File: src/rtl/controle_ula_pkg.sv
// Shared definitions for the ALU sequencing front-end.
//   - ALU opcode constants (4-bit command field)
//   - controller state enum
//   - all-ones result returned on divide/modulo by zero
package controle_ula_pkg;

   localparam int unsigned LARGURA_COMANDO = 4;

   // Widest operand width the error constant covers; LARGURA must not exceed it.
   localparam int unsigned LARGURA_MAX = 64;

   localparam logic [LARGURA_COMANDO-1:0] OP_SOMA    = 4'h0;
   localparam logic [LARGURA_COMANDO-1:0] OP_SUB     = 4'h1;
   localparam logic [LARGURA_COMANDO-1:0] OP_MUL     = 4'h2;
   localparam logic [LARGURA_COMANDO-1:0] OP_DIV     = 4'h3;
   localparam logic [LARGURA_COMANDO-1:0] OP_MOD     = 4'h4;
   localparam logic [LARGURA_COMANDO-1:0] OP_E       = 4'h5;
   localparam logic [LARGURA_COMANDO-1:0] OP_OU      = 4'h6;
   localparam logic [LARGURA_COMANDO-1:0] OP_NAO     = 4'h7;
   localparam logic [LARGURA_COMANDO-1:0] OP_XOU     = 4'h8;
   localparam logic [LARGURA_COMANDO-1:0] OP_SHR     = 4'h9;
   localparam logic [LARGURA_COMANDO-1:0] OP_SHL     = 4'hA;
   localparam logic [LARGURA_COMANDO-1:0] OP_IGUAL   = 4'hB;
   localparam logic [LARGURA_COMANDO-1:0] OP_MAIOR   = 4'hC;
   localparam logic [LARGURA_COMANDO-1:0] OP_MENOR   = 4'hD;
   localparam logic [LARGURA_COMANDO-1:0] OP_PASSA_B = 4'hE;
   localparam logic [LARGURA_COMANDO-1:0] OP_PASSA_A = 4'hF;

   typedef enum logic [1:0] {
      EstOcioso,
      EstExecuta,
      EstResposta
   } estado_t;

   localparam logic [LARGURA_MAX-1:0] RESULTADO_ERRO = '1;

endpackage

File: src/rtl/controle_ula.sv
// Sequencing front-end for the ALU.
// Accepts a request (command, A, B, tag) over valid/ready, drives the registered
// command/operands into the external ALU, captures the ALU result and zero flag one
// cycle later into a one-entry response buffer, and counts responses taken.
// Ports:
//   clock, reset_n                   clock, async active-low reset
//   req_valido/req_pronto            request handshake
//   req_comando, req_a, req_b, req_tag  request payload
//   ula_comando, ula_entrada1/2      command and operands to the ALU
//   ula_saida, ula_zeroflag          ALU result and zero flag (combinational)
//   resp_valido/resp_pronto          response handshake
//   resp_resultado, resp_zero, resp_erro, resp_tag  response payload
//   contador_ops                     number of responses taken, wraps
module controle_ula
   import controle_ula_pkg::*;
#(
   parameter int unsigned LARGURA = 32,
   parameter int unsigned TAG_W   = 4
) (
   input  logic                       clock,
   input  logic                       reset_n,
   input  logic                       req_valido,
   output logic                       req_pronto,
   input  logic [LARGURA_COMANDO-1:0] req_comando,
   input  logic [LARGURA-1:0]         req_a,
   input  logic [LARGURA-1:0]         req_b,
   input  logic [TAG_W-1:0]           req_tag,
   output logic [LARGURA_COMANDO-1:0] ula_comando,
   output logic [LARGURA-1:0]         ula_entrada1,
   output logic [LARGURA-1:0]         ula_entrada2,
   input  logic [LARGURA-1:0]         ula_saida,
   input  logic                       ula_zeroflag,
   output logic                       resp_valido,
   input  logic                       resp_pronto,
   output logic [LARGURA-1:0]         resp_resultado,
   output logic                       resp_zero,
   output logic                       resp_erro,
   output logic [TAG_W-1:0]           resp_tag,
   output logic [15:0]                contador_ops
);

   estado_t                    estado_q, estado_d;
   logic [LARGURA_COMANDO-1:0] cmd_q;
   logic [LARGURA-1:0]         a_q, b_q;
   logic [TAG_W-1:0]           tag_q;
   logic [LARGURA-1:0]         resultado_q;
   logic                       zero_q, erro_q;
   logic [15:0]                contador_q;

   logic req_ok, resp_ok, erro_div;

   assign req_ok  = req_valido && req_pronto;
   assign resp_ok = resp_valido && resp_pronto;

   // Divide/modulo by zero: the ALU is asked for a harmless pass-B instead.
   assign erro_div = ((cmd_q == OP_DIV) || (cmd_q == OP_MOD)) && (b_q == '0);

   // State register
   always_ff @(posedge clock or negedge reset_n) begin
      if (!reset_n) begin
         estado_q <= EstOcioso;
      end else begin
         estado_q <= estado_d;
      end
   end

   // Next state
   always_comb begin
      estado_d = estado_q;
      case (estado_q)
         EstOcioso:   if (req_ok) estado_d = EstExecuta;
         EstExecuta:  estado_d = EstResposta;
         EstResposta: if (resp_ok) estado_d = req_ok ? EstExecuta : EstOcioso;
         default:     estado_d = EstOcioso;
      endcase
   end

   // Outputs; RESPOSTA accepts only when the buffered response drains this cycle.
   always_comb begin
      req_pronto  = 1'b0;
      resp_valido = 1'b0;
      case (estado_q)
         EstOcioso:   req_pronto = 1'b1;
         EstResposta: begin
            req_pronto  = resp_pronto;
            resp_valido = 1'b1;
         end
         default: ;
      endcase
   end

   // Request registers: stable until the next accept.
   always_ff @(posedge clock or negedge reset_n) begin
      if (!reset_n) begin
         cmd_q <= OP_SOMA;
         a_q   <= '0;
         b_q   <= '0;
         tag_q <= '0;
      end else if (req_ok) begin
         cmd_q <= req_comando;
         a_q   <= req_a;
         b_q   <= req_b;
         tag_q <= req_tag;
      end
   end

   // Response capture on the EXECUTA -> RESPOSTA edge.
   always_ff @(posedge clock or negedge reset_n) begin
      if (!reset_n) begin
         resultado_q <= '0;
         zero_q      <= 1'b0;
         erro_q      <= 1'b0;
      end else if (estado_q == EstExecuta) begin
         if (erro_div) begin
            resultado_q <= RESULTADO_ERRO[LARGURA-1:0];
            zero_q      <= 1'b0;
            erro_q      <= 1'b1;
         end else begin
            resultado_q <= ula_saida;
            zero_q      <= ula_zeroflag;
            erro_q      <= 1'b0;
         end
      end
   end

   always_ff @(posedge clock or negedge reset_n) begin
      if (!reset_n) begin
         contador_q <= '0;
      end else if (resp_ok) begin
         contador_q <= contador_q + 16'd1;
      end
   end

   assign ula_comando    = erro_div ? OP_PASSA_B : cmd_q;
   assign ula_entrada1   = a_q;
   assign ula_entrada2   = b_q;
   assign resp_resultado = resultado_q;
   assign resp_zero      = zero_q;
   assign resp_erro      = erro_q;
   // tag_q cannot change while a response is held, so it doubles as the response tag.
   assign resp_tag       = tag_q;
   assign contador_ops   = contador_q;

endmodule

File: config.mk
export PLATFORM = sky130hd
export DESIGN_NAME = controle_ula
export DESIGN_NICKNAME = d
export VERILOG_FILES = /design/src/rtl/controle_ula_pkg.sv /design/src/rtl/controle_ula.sv
export SDC_FILE = /design/constraint.sdc
export NUM_CORES = 1
export LEC_CHECK = 0
export ABC_AREA = 0
export CORE_MARGIN = 1.5
export CORE_UTILIZATION = 60
export DETAILED_ROUTE_END_ITERATION = 8
export DONT_BUFFER_PORTS = 1
export PLACE_DENSITY = 0.75
export REMOVE_ABC_BUFFERS = 1
export SLEW_MARGIN = 0
export SYNTH_ARGS = -nofsm -noshare
export SYNTH_HDL_FRONTEND = slang
export SYNTH_SLANG_ARGS = --single-unit
export TNS_END_PERCENT = 100
File: constraint.sdc
create_clock -name clock -period 3 [get_ports clock]
set_input_delay 0.3 -clock clock [delete_from_list [all_inputs] [get_ports clock]]
set_output_delay 0.3 -clock clock [all_outputs]
set_load 0.005 [all_outputs]
==> results.rst, run 1 <==
.. list-table::
   :header-rows: 1

   * - Metric
     - Value
   * - Run status
     - aborted with a tool error
   * - Last step reached
     - clock tree synthesis
   * - Tool error message
     - [ERROR RSZ-0060] Max buffer count reached.
   * - Distinct cell type count after synthesis
     - 27
   * - Post-synth EDFFs
     - 0
   * - Maximum level of the CTS H-tree
     - 4
   * - Die X
     - 93.3 um
   * - I/O Buffers
     - 0
   * - Cts bufs inserted
     - 17
   * - Commonest register cell after synthesis
     - dfrtp_1
   * - GP Congestion
     - 0.805
   * - Cell with the most instances after synthesis
     - dfrtp_1
   * - Initial standard-cell utilization of the core
     - 62.7%
   * - Sum of net half-perimeters after detailed placement
     - 7280 um
   * - CTS Sinks
     - 124
   * - I/O pin count
     - 233
   * - Fraction of synthesis flops using an asynchronous set or reset pin
     - 100%
   * - Cells resized by post-CTS repair
     - 0
   * - Count of mapped cells out of synthesis
     - 385
   * - Portion of the post-synthesis area used by sequential elements
     - 63.4%
   * - Average cell area after synthesis
     - 12.7 um^2
   * - Number of buffers added to fix hold violations after cts
     - 101
   * - Most frequent cells after synthesis
     - 124 x dfrtp_1, 73 x mux2_2, 69 x nor2_1
   * - Clk root buf
     - clkbuf_8
   * - Leading area contributor after synthesis
     - dfrtp_1
   * - Synthesized area
     - 4890 um^2
   * - Num rows
     - 32
   * - Count of yosys warnings during synthesis
     - 0
   * - DIE HEIGHT
     - 93.3 um
   * - Fraction of post-synthesis cell area in the top cell type by area
     - 63.4%
   * - Synth Register Bits
     - 124
   * - Buffer levels on the longest clock path
     - 2
   * - # Post-CTS Setup Buffers
     - 0
   * - Cell types with the largest area share after synthesis
     - dfrtp_1 63%, mux2_2 17%, nor2_1 5.3%, a21oi_1 3.5%, xnor2_1 2.1%
   * - Placed insts
     - 470
==> per-stage QoR <==
step	setup WS, ps	utilization, %	area, um^2
after floorplan	94.4	-	4780
after global placement	738	63.4	4950
after detailed placement	728	63.4	4950
==> logic make-up after synthesis <==
logic type                 share of synthesized area, %
adders and majority gates                         0.256
AOI/OAI and AO/OA                                  3.86
buffers and inverters                              2.38
and+or+nand+nor                                    10.6
DFF                                                63.4
muxes                                              16.8
xor gates and xnor gates                           2.68
==> run 2: changes to the inputs <==
CORE_UTILIZATION = 40   (was 60)
PLACE_DENSITY = unset   (was 0.75)
PLACE_DENSITY_LB_ADDON = 0.15   (was unset)
==> results.rst, run 2 <==
.. list-table::
   :header-rows: 1

   * - Metric
     - Value
   * - I/O Buffers
     - 0 (unchanged)
   * - Final design instance area without fill
     - 5540 um^2
   * - Worst slew margin relative to its limit
     - 44.6%
   * - Max rail drop VDD
     - 405 uV
   * - Cell with the most instances after synthesis
     - dfrtp_1 (unchanged)
   * - Routed wirelength normalized by instance count
     - 19.3 um
   * - # setup viols final
     - 0
   * - Area growth, synth to finish
     - 13.3%
   * - Signal arrival time at the worst endpoint
     - 2400 ps
   * - # Post-CTS Setup Buffers
     - 0 (unchanged)
   * - Post-synth EDFFs
     - 0 (unchanged)
   * - Worst slew pin tran
     - 831 ps
   * - Number of max-slew violations in the final report
     - 0
   * - Die X
     - 114 um (was 93.3 um)
   * - Most frequent cells after synthesis
     - 124 x dfrtp_1, 73 x mux2_2, 69 x nor2_1 (unchanged)
   * - Num rows
     - 40 (was 32)
   * - Detailed Route WL
     - 10,500 um
   * - Maximum number of pins on one net before global-route repair
     - 125
   * - Commonest cells after routing, fill and taps aside
     - 124 x dfrtp_1, 73 x mux2_2, 69 x nor2_1
   * - Power per unit of standard cell area
     - 909 nW/um^2
   * - Upper clock frequency limit
     - 371 MHz
   * - Number of buffers added to fix hold violations after cts
     - 1 (was 101)
   * - DIE HEIGHT
     - 114 um (was 93.3 um)
   * - Required time of the critical path
     - 2700 ps
   * - Count of yosys warnings during synthesis
     - 0 (unchanged)
   * - Final Hold Violating Endpoints
     - 124
   * - Wire length of the first global-routing pass
     - 16,000 um
   * - First-pass iteration count of the detailed router
     - 4
   * - Instance area at placement
     - 5010 um^2 (was 4950 um^2)
   * - Total global routing track utilization
     - 16.5%
   * - GP Congestion
     - 0.733 (was 0.805)
   * - Total congestion overflow
     - 0
   * - Leading area contributor after synthesis
     - dfrtp_1 (unchanged)
   * - Buffer levels on the longest clock path
     - 2 (unchanged)
   * - Area used by multi-input combinational logic
     - 1680 um^2
   * - CP max FO
     - 38
   * - Distinct cell type count after synthesis
     - 27 (unchanged)
   * - CTS Sinks
     - 124 (unchanged)
   * - Via-to-Cell Ratio
     - 5.33
   * - Fin Clk Skew
     - 4.45 ps
   * - Cts bufs inserted
     - 17 (unchanged)
   * - Kind of critical path
     - reg2out
   * - Setup repair after global routing missed its margin
     - false
   * - Insertion delay of the later-clocked pin in the worst-skew pair
     - 400 ps
   * - Count of mapped cells out of synthesis
     - 385 (unchanged)
   * - Sort of element at the start of the critical path
     - register
   * - Fraction of post-synthesis cell area in the top cell type by area
     - 63.4% (unchanged)
   * - Lkg Pwr
     - 0.00235 uW
   * - Hold_ws
     - -408 ps
   * - Sum of net half-perimeters after detailed placement
     - 7190 um (was 7280 um)
   * - Violations in the final reports
     - negative hold slack
   * - Clock tree from TritonCTS
     - yes
   * - Clock edge transition at the registers on the reported setup and hold paths
     - 50 ps
   * - Post-route DRC violation count
     - 0
   * - Crit path capture type
     - output port
   * - Die area
     - 12,900 um^2
   * - Period Utilization, post-route
     - 89.9%
   * - Filler instances
     - 1,115
   * - Average cell area after synthesis
     - 12.7 um^2 (unchanged)
   * - Initial antenna violation count
     - 0
   * - Initial standard-cell utilization of the core
     - 40.9% (was 62.7%)
   * - Synthesized area
     - 4890 um^2 (unchanged)
   * - Synth Register Bits
     - 124 (unchanged)
   * - Share of layout cells above drive strength 1
     - 26.4%
   * - Run status
     - complete, but fails checks (was aborted with a tool error)
   * - Maximum level of the CTS H-tree
     - 4 (unchanged)
   * - Detailed router's first-iteration violation count
     - 138
   * - Max-cap violations
     - 0
   * - Clk root buf
     - clkbuf_16 (was clkbuf_8)
   * - Final total negative setup slack
     - 0 ps
   * - Via count of the first global-routing pass
     - 3,087
   * - Final critical-path required period
     - 2700 ps
   * - Antenna Diode Count
     - 0
   * - Total via count in the routed design
     - 2,903
   * - Commonest non-fill, non-tap cell in the layout
     - dfrtp_1
   * - Number of nets at the end of the flow
     - 499
   * - Fraction of synthesis flops using an asynchronous set or reset pin
     - 100% (unchanged)
   * - Antenna Violating Nets Remaining
     - 0
   * - Portion of the post-synthesis area used by sequential elements
     - 63.4% (unchanged)
   * - Register cell area after layout
     - 3100 um^2
   * - I/O pin count
     - 233 (unchanged)
   * - Cell types with the largest area share after synthesis
     - dfrtp_1 63%, mux2_2 17%, nor2_1 5.3%, a21oi_1 3.5%, xnor2_1 2.1% (unchanged)
   * - Hold WC Path Type
     - in2async
   * - Standard cell core area
     - 12,000 um^2
   * - Cells resized by post-CTS repair
     - 0 (unchanged)
   * - Commonest register cell after synthesis
     - dfrtp_1 (unchanged)
## run 2: cell counts after synthesis
No cell type changed its count.
## run 2: logic make-up after synthesis
logic type      share of synthesized area [%]
simple gates                             10.6
compound gates                           3.86
xor+xnor                                 2.68
buf+inv                                  2.38
mux                                      16.8
flops                                    63.4
fa+ha+maj                               0.256
## run 2: metal layers
metal | GRT usage [%] | share of wire (%) | up-vias
met5 | 0 | 0 | -
met4 | 8.42 | 2.3 | 0
met3 | 9.09 | 12 | 17
met2 | 24.8 | 46 | 166
met1 | 19.1 | 39 | 1400
li1 | - | - | 1320
## run 2: stage by stage
step	power, uW	hold slack (ps)	utilization (%)	worst slack, ps	std cells
6_report	5040	-408	46.3	302	545
5_1_grt	5310	-438	46.3	195	545
4_1_cts	5110	-433	46.3	236	545
3_5_place_dp	3280	6.79	41.9	687	516
3_3_place_gp	3240	6.73	41.9	677	516
2_1_floorplan	3030	4.41	-	94.4	365
## run 2: worst paths after layout
check	startpoint	end	slack [ps]	cells after the start
worst max-delay path	ula_entrada2[28]$_DFFE_PN0P_	ula_comando[0]	300	4
worst min-delay path	reset_n	contador_ops[15]$_DFFE_PN0P_	-410	0
worst max register to register	ula_entrada2[28]$_DFFE_PN0P_	resp_zero$_DFFE_PN0N_	840	4
worst min register to register	contador_ops[15]$_DFFE_PN0P_	contador_ops[15]$_DFFE_PN0P_	490	1
max in group asynchronous	reset_n	ula_entrada2[19]$_DFFE_PN0P_	3270	0
min in group clock	req_a[29]	ula_entrada1[29]$_DFFE_PN0P_	40	1
## run 2: power by group
group | total [uW] | switching (uW) | internal [uW]
Sequential | 2580 | 441 | 2140
Combinational | 666 | 285 | 381
Clock | 1800 | 654 | 1140
## run 2: final cells by class
| cell class | count | area share, % |
|---|---|---|
| clock buffer | 26 | 9.19 |
| tap | 147 | 3.32 |
| clock inverter | 2 | 0.181 |
| timing repair buffer | 5 | 0.948 |
| inverter | 2 | 0.135 |
| multi-input combinational | 239 | 30.3 |
| sequential | 124 | 56.0 |
## run 2: critical path: stages, from the launching register on
cell,delay (ps)
dfrtp_1,430
nor4_1,340
nand4_1,160
or4_4,780
and2_1,280
Power figures use the tool's default switching activity.
==> run 3: changes to the inputs <==
REMOVE_ABC_BUFFERS = unset   (was 1)
==> results.rst, run 3 (same netlist as run 2, synthesis figures left out) <==
.. list-table::
   :header-rows: 1

   * - Metric
     - Value
   * - Run status
     - complete, but fails checks (unchanged)
   * - Violations in the final reports
     - negative hold slack (unchanged)
   * - Sum of net half-perimeters after detailed placement
     - 7330 um (was 7190 um)
   * - Setup repair after global routing missed its margin
     - false (unchanged)
   * - Detailed Route WL
     - 10,700 um (was 10,500 um)
   * - Total global routing track utilization
     - 16.9% (was 16.5%)
   * - Capture point of the worst reg-to-reg path
     - resp_zero$_DFFE_PN0N_ (unchanged)
   * - Maximum level of the CTS H-tree
     - 4 (unchanged)
   * - Filler instances
     - 1,089 (was 1,115)
   * - Buffer levels on the longest clock path
     - 2 (unchanged)
   * - Die area
     - 12,900 um^2 (unchanged)
   * - Clock edge transition at the registers on the reported setup and hold paths
     - 60 ps (was 50 ps)
   * - DIE HEIGHT
     - 114 um (unchanged)
   * - Power per unit of standard cell area
     - 941 nW/um^2 (was 909 nW/um^2)
   * - Total via count in the routed design
     - 2,887 (was 2,903)
   * - Post-Syn Nets
     - 495
   * - Cells along the critical path
     - nor4_1 -> nand4_1 -> or4_4 -> and2_1 (unchanged)
   * - Standard cell core area
     - 12,000 um^2 (unchanged)
   * - Area growth, synth to finish
     - 15.1% (was 13.3%)
   * - Num rows
     - 40 (unchanged)
   * - First-pass iteration count of the detailed router
     - 4 (unchanged)
   * - Worst slew margin relative to its limit
     - 46.9% (was 44.6%)
   * - Final total negative setup slack
     - 0 ps (unchanged)
   * - Routed wirelength normalized by instance count
     - 19.5 um (was 19.3 um)
   * - Insertion delay of the later-clocked pin in the worst-skew pair
     - 410 ps (was 400 ps)
   * - Antenna Violating Nets Remaining
     - 0 (unchanged)
   * - Reg2reg path depth
     - 4 (unchanged)
   * - Commonest non-fill, non-tap cell in the layout
     - dfrtp_1 (unchanged)
   * - Number of nets at the end of the flow
     - 498 (was 499)
   * - Lkg Pwr
     - 0.00238 uW (was 0.00235 uW)
   * - CP max FO
     - 38 (unchanged)
   * - Signal arrival time at the worst endpoint
     - 2450 ps (was 2400 ps)
   * - Slowest cell on the critical path
     - or4_4 (unchanged)
   * - Clk root buf
     - clkbuf_16 (unchanged)
   * - Via-to-Cell Ratio
     - 5.27 (was 5.33)
   * - R2r setup slk
     - 810 ps (was 840 ps)
   * - Sort of element at the start of the critical path
     - register (unchanged)
   * - Delay of the slowest cell on the worst path
     - 780 ps (about the same)
   * - # Post-CTS Setup Buffers
     - 0 (unchanged)
   * - Detailed router's first-iteration violation count
     - 167 (was 138)
   * - Post-layout total power
     - 5300 uW (was 5040 uW)
   * - Commonest cells after routing, fill and taps aside
     - 124 x dfrtp_1, 73 x mux2_2, 69 x nor2_1 (unchanged)
   * - Cts bufs inserted
     - 17 (unchanged)
   * - Worst slew pin tran
     - 790 ps (was 831 ps)
   * - Max-cap violations
     - 0 (unchanged)
   * - Antenna Diode Count
     - 0 (unchanged)
   * - Via count of the first global-routing pass
     - 3,024 (was 3,087)
   * - Fin Clk Skew
     - 4.99 ps (was 4.45 ps)
   * - Period Utilization, post-route
     - 91.8% (was 89.9%)
   * - Wire length of the first global-routing pass
     - 16,300 um (was 16,000 um)
   * - Final critical-path required period
     - 2750 ps (was 2700 ps)
   * - Hold_ws
     - -412 ps (was -408 ps)
   * - Core Util, Final
     - 47.1% (was 46.3%)
   * - Hold WC Path Type
     - in2async (unchanged)
   * - Max rail drop VDD
     - 450 uV (was 405 uV)
   * - Share of layout cells above drive strength 1
     - 28.2% (was 26.4%)
   * - Crit path capture type
     - output port (unchanged)
   * - Upper clock frequency limit
     - 363 MHz (was 371 MHz)
   * - Maximum number of pins on one net before global-route repair
     - 125 (unchanged)
   * - Reg-to-Reg Start
     - ula_entrada2[7]$_DFFE_PN0P_ (was ula_entrada2[28]$_DFFE_PN0P_)
   * - # setup viols final
     - 0 (unchanged)
   * - GP Congestion
     - 0.711 (was 0.733)
   * - I/O pin count
     - 233 (unchanged)
   * - Number of buffers added to fix hold violations after cts
     - 1 (unchanged)
   * - Post-route DRC violation count
     - 0 (unchanged)
   * - CTS Sinks
     - 124 (unchanged)
   * - Kind of critical path
     - reg2out (unchanged)
   * - Final Hold Violating Endpoints
     - 124 (unchanged)
   * - Initial standard-cell utilization of the core
     - 40.9% (unchanged)
   * - Clock tree from TritonCTS
     - yes (unchanged)
   * - Total congestion overflow
     - 0 (unchanged)
   * - Required time of the critical path
     - 2700 ps (about the same)
   * - Die X
     - 114 um (unchanged)
   * - I/O Buffers
     - 0 (unchanged)
   * - Initial antenna violation count
     - 0 (unchanged)
   * - Number of max-slew violations in the final report
     - 0 (unchanged)
==> run 3: worst max-delay path by stage <==
stage                                startpoint              to  slack [ps]  depth (start not counted)
detailed placement  ula_entrada2[3]$_DFFE_PN0P_  ula_comando[0]         540                          4
CTS                 ula_entrada2[3]$_DFFE_PN0P_  ula_comando[0]          90                          4
global placement    ula_entrada2[3]$_DFFE_PN0P_  ula_comando[0]         590                          4
global route        ula_entrada2[7]$_DFFE_PN0P_  ula_comando[0]          50                          4
finish              ula_entrada2[7]$_DFFE_PN0P_  ula_comando[0]         250                          4
floorplan           ula_entrada2[3]$_DFFE_PN0P_  ula_comando[0]        1100                          5
==> run 3: routing by layer <==
metal | GRT usage (%) | part of all wire (%) | up-vias
met3 | 9.09 | 13 | 9
met5 | 0 | 0 | -
met4 | 6.75 | 1.0 | 0
met2 | 25.5 | 48 | 162
li1 | - | - | 1324
met1 | 20.2 | 38 | 1392
==> run 3: timing repair <==
action                                  CTS  global route
endpoints found under the hold margin   125           124
gates resized for setup                   0             1
endpoints found under the setup margin    0             1
==> run 3: per-stage QoR <==
stage	setup slack, ps	hold WS, ps	instance area, um^2	cells
after CTS	85.6	-434	5630	548
final	246	-412	5630	548
after global placement	588	6.97	5010	515
after detailed placement	542	6.71	5010	515
after floorplan	1100	4.41	4890	385
after global routing	48.0	-443	5630	548
==> run 3: power by group <==
part,switching [uW],internal (uW)
Combinational,287,379
Clock,733,1330
Sequential,443,2130
==> run 3: cell type report <==
type,count,area [um^2],share of cell area (%)
Clock buffer,18,439,7.80
Sequential cell,124,3100,55.1
Inverter,2,7.51,0.133
Timing Repair Buffer,4,45.0,0.800
Tap cell,147,184,3.27
Multi-Input combinational cell,239,1680,29.9
Clock inverter,14,170,3.02
==> run 3: critical path, delay by kind of cell, from the launching register on <==
family           cells  cell delay, ps
AND/OR/NAND/NOR      4            1630
flip-flops           1             400
